[config.mk]
export PLATFORM = sky130hd
export DESIGN_NAME = pwm_csr_bank
export DESIGN_NICKNAME = d
export VERILOG_FILES = /design/src/rtl/pwm_csr_bank_pkg.sv /design/src/rtl/pwm_csr_bank_channel.sv /design/src/rtl/pwm_csr_bank.sv
export SDC_FILE = /design/constraint.sdc
export NUM_CORES = 1
export LEC_CHECK = 0
export ABC_AREA = 1
export BUFFER_PORTS_ARGS = -buffer_cell sky130_fd_sc_hd__buf_2
export CAP_MARGIN = 20
export CORE_ASPECT_RATIO = 1.1
export CORE_MARGIN = 5
export CORE_UTILIZATION = 45
export DETAILED_ROUTE_END_ITERATION = 12
export GPL_ROUTABILITY_DRIVEN = 0
export SYNTH_ARGS = -nofsm -noshare
export SYNTH_HDL_FRONTEND = slang
export SYNTH_HIERARCHICAL = 1
export SYNTH_SLANG_ARGS = --single-unit
[constraint.sdc]
create_clock -name sys_clk -period 4.1 [get_ports sys_clk]
set_clock_uncertainty 0.1 [all_clocks]
set_input_delay 0.82 -clock sys_clk [delete_from_list [all_inputs] [get_ports sys_clk]]
set_output_delay 0.82 -clock sys_clk [all_outputs]
set_load 0.02 [all_outputs]
[src/rtl/pwm_csr_bank_pkg.sv]
// Shared encodings for the PWM command decoder and channel bank.
// Register indices, command bit fields and decoder states.
package pwm_csr_bank_pkg;

  typedef enum logic [2:0] {
    S_IDLE,
    S_WR_LO,
    S_WR_HI,
    S_RD_LO,
    S_RD_HI
  } state_t;

  localparam logic [1:0] REG_DUTY   = 2'd0;
  localparam logic [1:0] REG_PERIOD = 2'd1;
  localparam logic [1:0] REG_CTRL   = 2'd2;
  localparam logic [1:0] REG_ID     = 2'd3;

  localparam logic [7:0] ID_MAGIC = 8'hA5;

  localparam int CMD_WR     = 7;
  localparam int CMD_CH_MSB = 4;
  localparam int CMD_CH_LSB = 2;
  localparam int CMD_RG_MSB = 1;
  localparam int CMD_RG_LSB = 0;

endpackage

[src/rtl/pwm_csr_bank_channel.sv]
// One PWM channel: shadow/active duty+period, counter, compare, invert.
// Shadow values move to active only when the counter wraps.
module pwm_channel
  import pwm_csr_bank_pkg::*;
#(
  parameter int CW = 16
) (
  input  logic          sys_clk,
  input  logic          rst_n,
  input  logic          wr_en,
  input  logic [1:0]    wr_reg,
  input  logic [CW-1:0] wr_data,
  input  logic [1:0]    rd_reg,
  output logic [15:0]   rd_data,
  output logic          pwm
);

  localparam logic [CW-1:0] ONE = CW'(1);

  logic [CW-1:0] cnt;
  logic [CW-1:0] duty_sh;
  logic [CW-1:0] per_sh;
  logic [CW-1:0] duty_act;
  logic [CW-1:0] per_act;
  logic          en;
  logic          inv;
  logic          wrap;
  logic          raw;

  assign wrap = (per_act == '0) || (cnt == per_act - ONE);

  always_ff @(posedge sys_clk or negedge rst_n) begin
    if (!rst_n) begin
      cnt      <= '0;
      duty_sh  <= '0;
      per_sh   <= '0;
      duty_act <= '0;
      per_act  <= '0;
      en       <= 1'b0;
      inv      <= 1'b0;
    end else begin
      if (!en || wrap) cnt <= '0;
      else             cnt <= cnt + ONE;
      if (wrap) begin
        duty_act <= duty_sh;
        per_act  <= per_sh;
      end
      if (wr_en) begin
        unique case (1'b1)
          wr_reg == REG_DUTY:   duty_sh <= wr_data;
          wr_reg == REG_PERIOD: per_sh  <= wr_data;
          wr_reg == REG_CTRL: begin
            en  <= wr_data[0];
            inv <= wr_data[1];
          end
          default: ;
        endcase
      end
    end
  end

  // a zero period never lets the output assert
  assign raw = en && (per_act != '0) && (cnt < duty_act);
  assign pwm = raw ^ inv;

  always_comb begin
    rd_data = '0;
    case (rd_reg)
      REG_DUTY:   rd_data[CW-1:0] = duty_sh;
      REG_PERIOD: rd_data[CW-1:0] = per_sh;
      REG_CTRL:   rd_data[1:0]    = {inv, en};
      default:    rd_data         = '0;
    endcase
  end

endmodule

[src/rtl/pwm_csr_bank.sv]
// SPI byte-stream command decoder and register bank for N_CH PWM channels.
// Command byte then 16-bit words LSB-first, auto-increment within a channel.
module pwm_csr_bank
  import pwm_csr_bank_pkg::*;
#(
  parameter int N_CH = 4,
  parameter int CW   = 16
) (
  input  logic            sys_clk,
  input  logic            rst_n,
  input  logic [7:0]      data_in,
  input  logic            data_rdy,
  input  logic            frame,
  output logic [7:0]      data_out,
  output logic            data_latch,
  output logic            addr_err,
  output logic [N_CH-1:0] pwm_out
);

  localparam logic [15:0] ID_WORD = {ID_MAGIC, 5'b0, 3'(N_CH - 1)};

  function automatic logic ch_ok(input logic [2:0] ch);
    return {1'b0, ch} < 4'(N_CH);
  endfunction

  state_t      state;
  state_t      state_n;
  logic        rdy_q;
  logic        accept;
  logic [2:0]  ch_q;
  logic [2:0]  ch_n;
  logic [1:0]  reg_q;
  logic [1:0]  reg_n;
  logic [7:0]  lsb_q;
  logic [7:0]  lsb_n;
  logic [7:0]  dout_n;
  logic        latch_n;
  logic        aerr_n;
  logic        wr_stb;
  logic [15:0] wr_word;

  logic        cmd_wr;
  logic [2:0]  cmd_ch;
  logic [1:0]  cmd_rg;

  logic [2:0]  rd_ch;
  logic [1:0]  rd_sel;
  logic [15:0] rd_word;
  logic [15:0] rd_val [8];

  assign accept  = data_rdy && !rdy_q && frame;
  assign cmd_wr  = data_in[CMD_WR];
  assign cmd_ch  = data_in[CMD_CH_MSB:CMD_CH_LSB];
  assign cmd_rg  = data_in[CMD_RG_MSB:CMD_RG_LSB];
  assign wr_word = {data_in, lsb_q};

  // in IDLE the read target comes straight from the command byte
  assign rd_ch  = (state == S_IDLE) ? cmd_ch : ch_q;
  assign rd_sel = (state == S_IDLE) ? cmd_rg : reg_q;

  always_comb begin
    rd_word = '0;
    if (ch_ok(rd_ch)) begin
      if (rd_sel == REG_ID) rd_word = ID_WORD;
      else                  rd_word = rd_val[rd_ch];
    end
  end

  always_ff @(posedge sys_clk or negedge rst_n) begin
    if (!rst_n) begin
      state      <= S_IDLE;
      rdy_q      <= 1'b0;
      ch_q       <= '0;
      reg_q      <= '0;
      lsb_q      <= '0;
      data_out   <= '0;
      data_latch <= 1'b0;
      addr_err   <= 1'b0;
    end else begin
      state      <= state_n;
      rdy_q      <= data_rdy;
      ch_q       <= ch_n;
      reg_q      <= reg_n;
      lsb_q      <= lsb_n;
      data_out   <= dout_n;
      data_latch <= latch_n;
      addr_err   <= aerr_n;
    end
  end

  always_comb begin
    state_n = state;
    ch_n    = ch_q;
    reg_n   = reg_q;
    lsb_n   = lsb_q;
    dout_n  = data_out;
    latch_n = 1'b0;
    aerr_n  = 1'b0;
    wr_stb  = 1'b0;
    if (!frame) begin
      state_n = S_IDLE;
    end else if (accept) begin
      unique case (state)
        S_IDLE: begin
          ch_n   = cmd_ch;
          reg_n  = cmd_rg;
          aerr_n = !ch_ok(cmd_ch);
          if (cmd_wr) begin
            state_n = S_WR_LO;
          end else begin
            dout_n  = rd_word[7:0];
            latch_n = 1'b1;
            state_n = S_RD_HI;
          end
        end
        S_WR_LO: begin
          lsb_n   = data_in;
          state_n = S_WR_HI;
        end
        S_WR_HI: begin
          wr_stb  = ch_ok(ch_q) && (reg_q != REG_ID);
          reg_n   = reg_q + 2'd1;
          state_n = S_WR_LO;
        end
        S_RD_HI: begin
          dout_n  = rd_word[15:8];
          latch_n = 1'b1;
          reg_n   = reg_q + 2'd1;
          state_n = S_RD_LO;
        end
        S_RD_LO: begin
          dout_n  = rd_word[7:0];
          latch_n = 1'b1;
          state_n = S_RD_HI;
        end
        default: state_n = S_IDLE;
      endcase
    end
  end

  for (genvar g = 0; g < 8; g++) begin : g_slot
    if (g < N_CH) begin : g_ch
      pwm_channel #(
        .CW (CW)
      ) u_ch (
        .sys_clk (sys_clk),
        .rst_n   (rst_n),
        .wr_en   (wr_stb && (ch_q == 3'(g))),
        .wr_reg  (reg_q),
        .wr_data (wr_word[CW-1:0]),
        .rd_reg  (rd_sel),
        .rd_data (rd_val[g]),
        .pwm     (pwm_out[g])
      );
    end else begin : g_nc
      assign rd_val[g] = '0;
    end
  end

endmodule
==> results of run 1 <==
-- stage by stage --
stage / hold WS [ns] / setup WS [ns] / instance area, sq um / instances / util (%)
2_1_floorplan: 0.3638 / 1.564 / 20370 / 2675 / -
3_3_place_gp: 0.3948 / 0.6713 / 20920 / 3214 / 46.91
3_5_place_dp: 0.3933 / 0.5951 / 20920 / 3214 / 46.91
4_1_cts: 0.1713 / 0.6669 / 22220 / 3281 / 49.83
5_1_grt: 0.1946 / 0.5140 / 22240 / 3284 / 49.88
6_report: 0.1367 / 0.7327 / 22240 / 3284 / 49.88
-- how the worst min path moves through the flow --
stage	endpoint	start	slack [ns]	cells after the start
floorplan	g_slot[0].g_ch.u_ch/duty_act[0]$_DFFE_PN0P_	g_slot[0].g_ch.u_ch/duty_sh[0]$_DFFE_PN0P_	0.36	2
global placement	g_slot[0].g_ch.u_ch/duty_act[11]$_DFFE_PN0P_	g_slot[0].g_ch.u_ch/duty_act[11]$_DFFE_PN0P_	0.39	2
detailed placement	g_slot[0].g_ch.u_ch/duty_act[5]$_DFFE_PN0P_	g_slot[0].g_ch.u_ch/duty_act[5]$_DFFE_PN0P_	0.39	2
CTS	g_slot[1].g_ch.u_ch/cnt[8]$_DFF_PN0_	rst_n	0.17	1
global route	g_slot[1].g_ch.u_ch/cnt[7]$_DFF_PN0_	rst_n	0.19	1
finish	g_slot[1].g_ch.u_ch/cnt[8]$_DFF_PN0_	rst_n	0.14	1
-- power breakdown --
| part | internal (mW) | switching (mW) |
|---|---|---|
| Sequential | 3.57 | 0.141 |
| Combinational | 0.193 | 0.566 |
| Clock | 2.16 | 1.45 |
-- flip-flops by register name (all words and copies together) (netlist names), 8 cells and up --
| name | cells |
|---|---|
| g_slot.g_ch.u_ch/cnt | 64 |
| g_slot.g_ch.u_ch/duty_act | 64 |
| g_slot.g_ch.u_ch/duty_sh | 64 |
| g_slot.g_ch.u_ch/per_act | 64 |
| g_slot.g_ch.u_ch/per_sh | 64 |
| data_out | 8 |
| lsb_q | 8 |
-- per-layer routing --
metal / vias up / GRT usage, %
met3: 95 / 3.801
met5: - / 0
met2: 418 / 34.87
met4: 0 / 6.081
met1: 8215 / 32.53
li1: 8544 / -
-- synth_stat cells, types with 3 or more instances --
cell	count	area share, %
o21ai_4	3	0.24
buf_6	13	0.72
nand2_4	16	0.88
nor2_4	14	0.77
nor2_2	16	0.49
or2_2	4	0.12
nor2_1	211	3.9
inv_1	329	6.1
buf_2	17	0.42
a21oi_1	41	1.0
o21ai_0	168	4.1
buf_4	7	0.26
a22o_1	56	2.4
nand2_2	10	0.31
o21ai_1	8	0.20
ha_1	73	4.5
clkbuf_1	34	0.63
nand3_1	269	6.6
dfrtp_1	355	44
o211ai_1	4	0.15
nor3_1	15	0.37
a211oi_1	4	0.15
nand3_2	8	0.39
xor2_1	60	2.6
o21bai_1	4	0.15
nand4_1	32	0.98
nand2_1	828	15
nor4_1	5	0.15
inv_2	6	0.11
nand3b_1	12	0.44
buf_1	12	0.22
xnor2_1	32	1.4
-- worst register-to-register path: stages, from the launching register on --
cell,delay [ns]
dfrtp_1,0.43
nor2_4,0.21
nand2_4,0.21
o21ai_4,0.36
inv_1,0.12
nor2_1,0.83
a22o_1,0.25
inv_1,0.04
nand2_1,0.05
nand3_1,0.12
nand2_1,0.09
nand2_1,0.04
nand2_1,0.08
nand2_1,0.05
nand2_1,0.05
-- final cells by class --
class                   instances  area [sq um]  share of cell area, %
well taps                     581         726.9                  3.268
clock inverters                11         141.4                 0.6357
inverters                     336          1264                  5.681
clock buffers                  56          1162                  5.226
repair buffers                 45         322.8                  1.451
flip-flops and latches        355          8884                  39.94
multi-input cells            1900          9742                  43.80
-- cells by family after synthesis --
kind of cell	count (synthesis)
AND/OR/NAND/NOR	1441
buffers and inverters	420
XOR/XNOR	92
flip-flops	355
AO/OA/AOI/OAI	294
adder cells (fa/ha/maj)	73
==> flow_summary_export.csv, run 1 <==
group,metric,value,unit
outcome,run_status,"complete, no violations",
clocking,cts.sinks,355,
run,maxCapViolations,0,
detailed_routing,vias_per_cell,5.259,
worst_setup_path,arrival,2.45,ns
worst_setup_path,worst_path_most_repeated_cell,"nand2_1",
synthesis,avgSynthCellArea,7.613,sq um
worst_setup_path,path_class,"reg2out",
worst_setup_path,cp_cell_sequence,"inv_1, ha_1, nand2_1, nor4_1, nor2_1, nand3_1, nand2_1, nand2_1, buf_2",
worst_setup_path,cp_top_family,"simple AND/OR/NAND/NOR gates",
detailed_routing,drt_iter0_markers,1569,
detailed_routing,top_layer,"met4",
worst_setup_path,reg2reg_slack,0.99,ns
pwr,total_power,8.078,mW
clocking,hold_buffers,0,
clocking,cts.clk_slew.worst_paths,0.05,ns
synthesis,synth_cell_types,40,
final_layout,final_cell_mix,"828 x nand2_1, 355 x dfrtp_1, 329 x inv_1",
grt,grt_max_degree,89,
sta,max_freq,0.2970,GHz
detailed_routing,routedWlPerCell,16.78,microns
grt,grt_pass1_vias,16580,
place,hpwl,40260,microns
worst_setup_path,timing.rr.end,"data_out[1]$_DFFE_PN0P_",
sta,min_period,3.367,ns
synthesis,synthArstFlopShare,100.0,%
detailed_routing,drc,0,
synthesis,synthAdderAreaFrac,4.485,%
final_layout,drive_gt1_share,6.844,%
place,port_buffers,25,
die,start_util,45.67,%
synthesis,synth-simple-area-share,30.73,%
clocking,clockRootBuffer,"clkbuf_16",
pwr,pwr_density_cell,363.2,nW/um^2
worst_setup_path,reg2reg_depth,14,
synthesis,synth.cell_area,20370,sq um
detailed_routing,wl_met2,24670,microns
final_layout,n_antenna_cell,0,
synthesis,synth_xor_area_share,3.957,%
hold_path,min_path_type,"in2async",
detailed_routing,ant_nets,0,
worst_setup_path,endpoint,"pwm_out[1]",
worst_setup_path,critPathRequiredTime,3.18,ns
clocking,cts_tree,"done",
clocking,htreeDepth,2,
final_layout,syn_to_final_growth,9.216,%
synthesis,yosysWarnings,6,
synthesis,synth_compound_area_share,8.663,%
synthesis,synth_top_family_by_area,"simple AND/OR/NAND/NOR gates",
worst_setup_path,startpoint,"g_slot[1].g_ch.u_ch/per_act[0]$_DFFE_PN0P_",
clocking,cts_resized,0,
clocking,cts-buffers-inserted,41,
pwr,leakagePower,11.49,nW
synthesis,syn-num-nets,2760,
synthesis,seq_area_frac_synth,43.62,%
die,die_w,212.8,microns
sta,rsz0062_at_grt,"false",
worst_setup_path,crit_fanout,8,
sta,slew_headroom,27.89,%
detailed_routing,drtPass1Iterations,6,
die,coreArea,44590,sq um
synthesis,synthCells,2675,
grt,grt_pass1_wl,89490,microns
detailed_routing,wl_met3,3172,microns
final_layout,nets,2764,
clocking,worstSkewPairLatency,0.55,ns
synthesis,synthMuxAreaShare,0,%
worst_setup_path,crit_cells,9,
die,rows,81,
sta,tns,0,ns
worst_setup_path,startpoint_type,"flop",
worst_setup_path,cpPeakStageDelay,0.46,ns
synthesis,synth_seq_cells,355,
worst_setup_path,slowest_stage,"nor4_1",
detailed_routing,wl_met1,25720,microns
grt,grt_antenna_before_repair,0,
die,pin_count,26,
sta,tightest_slew,1.078,ns
clocking,clockBufferDepth,3,
die,dieArea,49620,sq um
worst_setup_path,endpoint_kind,"output pin",
detailed_routing,via_count,17270,
clocking,cts_setup_buffers,0,
final_layout,layout_commonest_cell,"nand2_1",
sta,fin_crit_sh,82.13,%
worst_setup_path,path_buf_inv,2,
die,die_h,233.1,microns
grt,gr-usage-all-layers,22.41,%
synthesis,synth_enable_flop_cells,0,
final_layout,fillCellCount,4351,
synthesis,ys.flop_type,"dfrtp_1",
detailed_routing,wirelength,55090,microns
worst_setup_path,reg2reg_from,"state[1]$_DFFE_PN0P_",
pwr,vdd_drop_max,0.0002621,V
sta,slew_viol_final,0,
sta,setup_violations,0,
grt,grt_overflow_total,0,
sta,finalHoldViolations,0,
Note: power is estimated with default switching activity, not from simulation.
==> run 2: changes to the inputs <==
==> constraint.sdc (replaced) <==
create_clock -name sys_clk -period 2.85 [get_ports sys_clk]
set_clock_uncertainty 0.1 [all_clocks]
set_input_delay 0.57 -clock sys_clk [delete_from_list [all_inputs] [get_ports sys_clk]]
set_output_delay 0.57 -clock sys_clk [all_outputs]
set_load 0.02 [all_outputs]
==> run 2 against run 1 <==
Net effect:
- the flow now finishes with violations (setup timing)
- register-to-register slack worse by 0.81 ns
- first-iteration DRC count is 15% lower
- global-route usage rose by 0.44 points
- core utilization grew 2.6 points
- sequential power is 44% higher
==> flow_summary_export.csv, run 2 (same netlist as run 1, synthesis figures left out) <==
group,metric,value,unit
worst_setup_path,endpoint,"pwm_out[1]",
detailed_routing,drtPass1Iterations,5,
pwr,vdd_drop_max,0.0003376,V
die,die_w,212.8,microns
sta,setup_ws,-0.04177,ns
detailed_routing,wirelength,56030,microns
final_layout,final_area,23390,sq um
worst_setup_path,cpPeakStageDelay,0.46,ns
detailed_routing,routedWlPerCell,16.66,microns
grt,gr-usage-all-layers,22.85,%
pwr,total_power,11.65,mW
sta,setup_violations,1,
die,die_h,233.1,microns
worst_setup_path,crit_cells,8,
detailed_routing,via_count,17650,
place,port_buffers,25,
grt,grt_max_degree,69,
clocking,cts.clk_slew.worst_paths,0.06,ns
outcome,violations,"setup timing",
run,maxCapViolations,0,
detailed_routing,ant_nets,0,
place,dpl_cell_area,21130,sq um
pwr,leakagePower,11.91,nW
final_layout,layout_commonest_cell,"nand2_1",
worst_setup_path,cp_cell_sequence,"ha_1, a21oi_1, o21ai_0, a21oi_1, nand3_2, nand2_2, nand2_2, buf_6",
worst_setup_path,endpoint_kind,"output pin",
detailed_routing,drc,0,
worst_setup_path,path_class,"reg2out",
worst_setup_path,startpoint_type,"flop",
place,hpwl,40670,microns
grt,grt_antenna_before_repair,0,
worst_setup_path,cp_top_family,"compound AO/OA/AOI/OAI gates",
grt,grt_pass1_vias,17030,
worst_setup_path,arrival,2.22,ns
final_layout,syn_to_final_growth,14.87,%
grt,grt_pass1_wl,91420,microns
clocking,clockBufferDepth,3,
sta,min_period,2.892,ns
final_layout,utilization,52.46,%
clocking,htreeDepth,2,
worst_setup_path,reg2reg_depth,11,
sta,tns,-0.04177,ns
sta,fin_hold_ws,0.04983,ns
final_layout,fillCellCount,4314,
clocking,cts_tree,"done",
clocking,clockRootBuffer,"clkbuf_16",
worst_setup_path,startpoint,"g_slot[1].g_ch.u_ch/cnt[13]$_DFF_PN0_",
sta,tightest_slew,0.6838,ns
outcome,run_status,"complete, but fails checks",
final_layout,drive_gt1_share,13.66,%
pwr,pwr_density_cell,498.0,nW/um^2
final_layout,seq_area,8930,sq um
die,pin_count,26,
sta,fin_crit_sh,101.5,%
final_layout,final_cell_mix,"814 x nand2_1, 321 x inv_1, 318 x dfrtp_1",
clocking,worstSkewPairLatency,0.56,ns
worst_setup_path,crit_fanout,5,
worst_setup_path,reg2reg_slack,0.18,ns
worst_setup_path,reg2reg_from,"state[1]$_DFFE_PN0P_",
die,start_util,45.67,%
die,dieArea,49620,sq um
final_layout,multi_input_area,10220,sq um
clocking,cts.sinks,355,
clocking,cts-buffers-inserted,40,
final_layout,n_antenna_cell,0,
hold_path,min_path_type,"in2reg",
worst_setup_path,timing.rr.end,"data_out[3]$_DFFE_PN0P_",
die,rows,81,
final_layout,nets,2843,
grt,grt_overflow_total,0,
worst_setup_path,critPathRequiredTime,2.18,ns
detailed_routing,vias_per_cell,5.249,
sta,rsz0062_at_grt,"true",
detailed_routing,drt_iter0_markers,1335,
sta,slew_viol_final,0,
worst_setup_path,slowest_stage,"dfrtp_1",
sta,finalHoldViolations,0,
die,coreArea,44590,sq um
sta,slew_headroom,54.28,%
worst_setup_path,path_buf_inv,1,
sta,max_freq,0.3458,GHz
-- run 2: cell count changes in the layout (fill, tap and decap cells not counted), moves of 8 or more --
cell	previous run	this run
a21oi_1	41	29
a21oi_2	0	12
buf_4	17	94
dfrtp_1	355	318
dfrtp_2	0	37
ha_1	73	55
ha_4	0	17
inv_1	329	321
inv_2	6	14
nand2_1	828	814
nand2_2	10	24
nor2_1	211	197
-- run 2: metrics by stage --
step                      setup WS (ns)  std cells
final                          -0.04177       3363
after global routing            -0.1405       3363
after CTS                      -0.03363       3342
after detailed placement       -0.04761       3239
after global placement          0.06625       3239
after floorplan                  0.3345       2675
-- run 2: cell type report --
cell class / count / area share (%)
clock buffers: 55 / 4.867
clock inverters: 11 / 0.6044
inverters: 336 / 5.402
multi-input cells: 1900 / 43.68
flip-flops and latches: 355 / 38.17
well taps: 581 / 3.107
repair buffers: 125 / 4.172
-- run 2: worst register-to-register path, stage by stage (launching register included) --
cell	delay, ns
dfrtp_1	0.44
nor2_4	0.21
nand2_4	0.21
o21ai_4	0.38
buf_4	0.22
nor2_2	0.06
buf_4	0.18
a22o_1	0.18
o211ai_1	0.30
nand3_1	0.11
nand3_1	0.11
nand2_1	0.05
-- run 2: worst min-delay path by stage --
| stage | startpoint | to | slack (ns) | cells after the start |
|---|---|---|---|---|
| global route | data_rdy | rdy_q$_DFF_PN0_ | 0.05 | 1 |
| detailed placement | data_out[4]$_DFFE_PN0P_ | data_out[4]$_DFFE_PN0P_ | 0.39 | 2 |
| finish | data_rdy | rdy_q$_DFF_PN0_ | 0.05 | 1 |
| CTS | data_rdy | rdy_q$_DFF_PN0_ | 0.02 | 1 |
| global placement | g_slot[1].g_ch.u_ch/duty_act[11]$_DFFE_PN0P_ | g_slot[1].g_ch.u_ch/duty_act[11]$_DFFE_PN0P_ | 0.39 | 2 |
| floorplan | rst_n | addr_err$_DFF_PN0_ | 0.17 | 0 |
-- run 2: where the power goes --
| group | internal, mW | switching, mW |
|---|---|---|
| Combinational | 0.336 | 0.845 |
| Clock | 3.05 | 2.09 |
| Sequential | 5.13 | 0.198 |
-- run 2: repair_timing --
action | 4_1_cts | 5_1_grt
endpoints found under the setup margin | 10 | 12
pin swaps | 12 | 23
gates resized for setup | 89 | 54
hold buffers | 1 | 0
hold endpoints to repair | 55 | 0
buffers inserted | 36 | 21
-- run 2: metal layers --
layer	track usage [%]	wire, microns	vias up
li1	-	-	8712
met1	33.00	25990	8455
met2	36.27	25770	402
met3	3.116	2928	83
met4	6.241	1349	0
met5	0	0	-
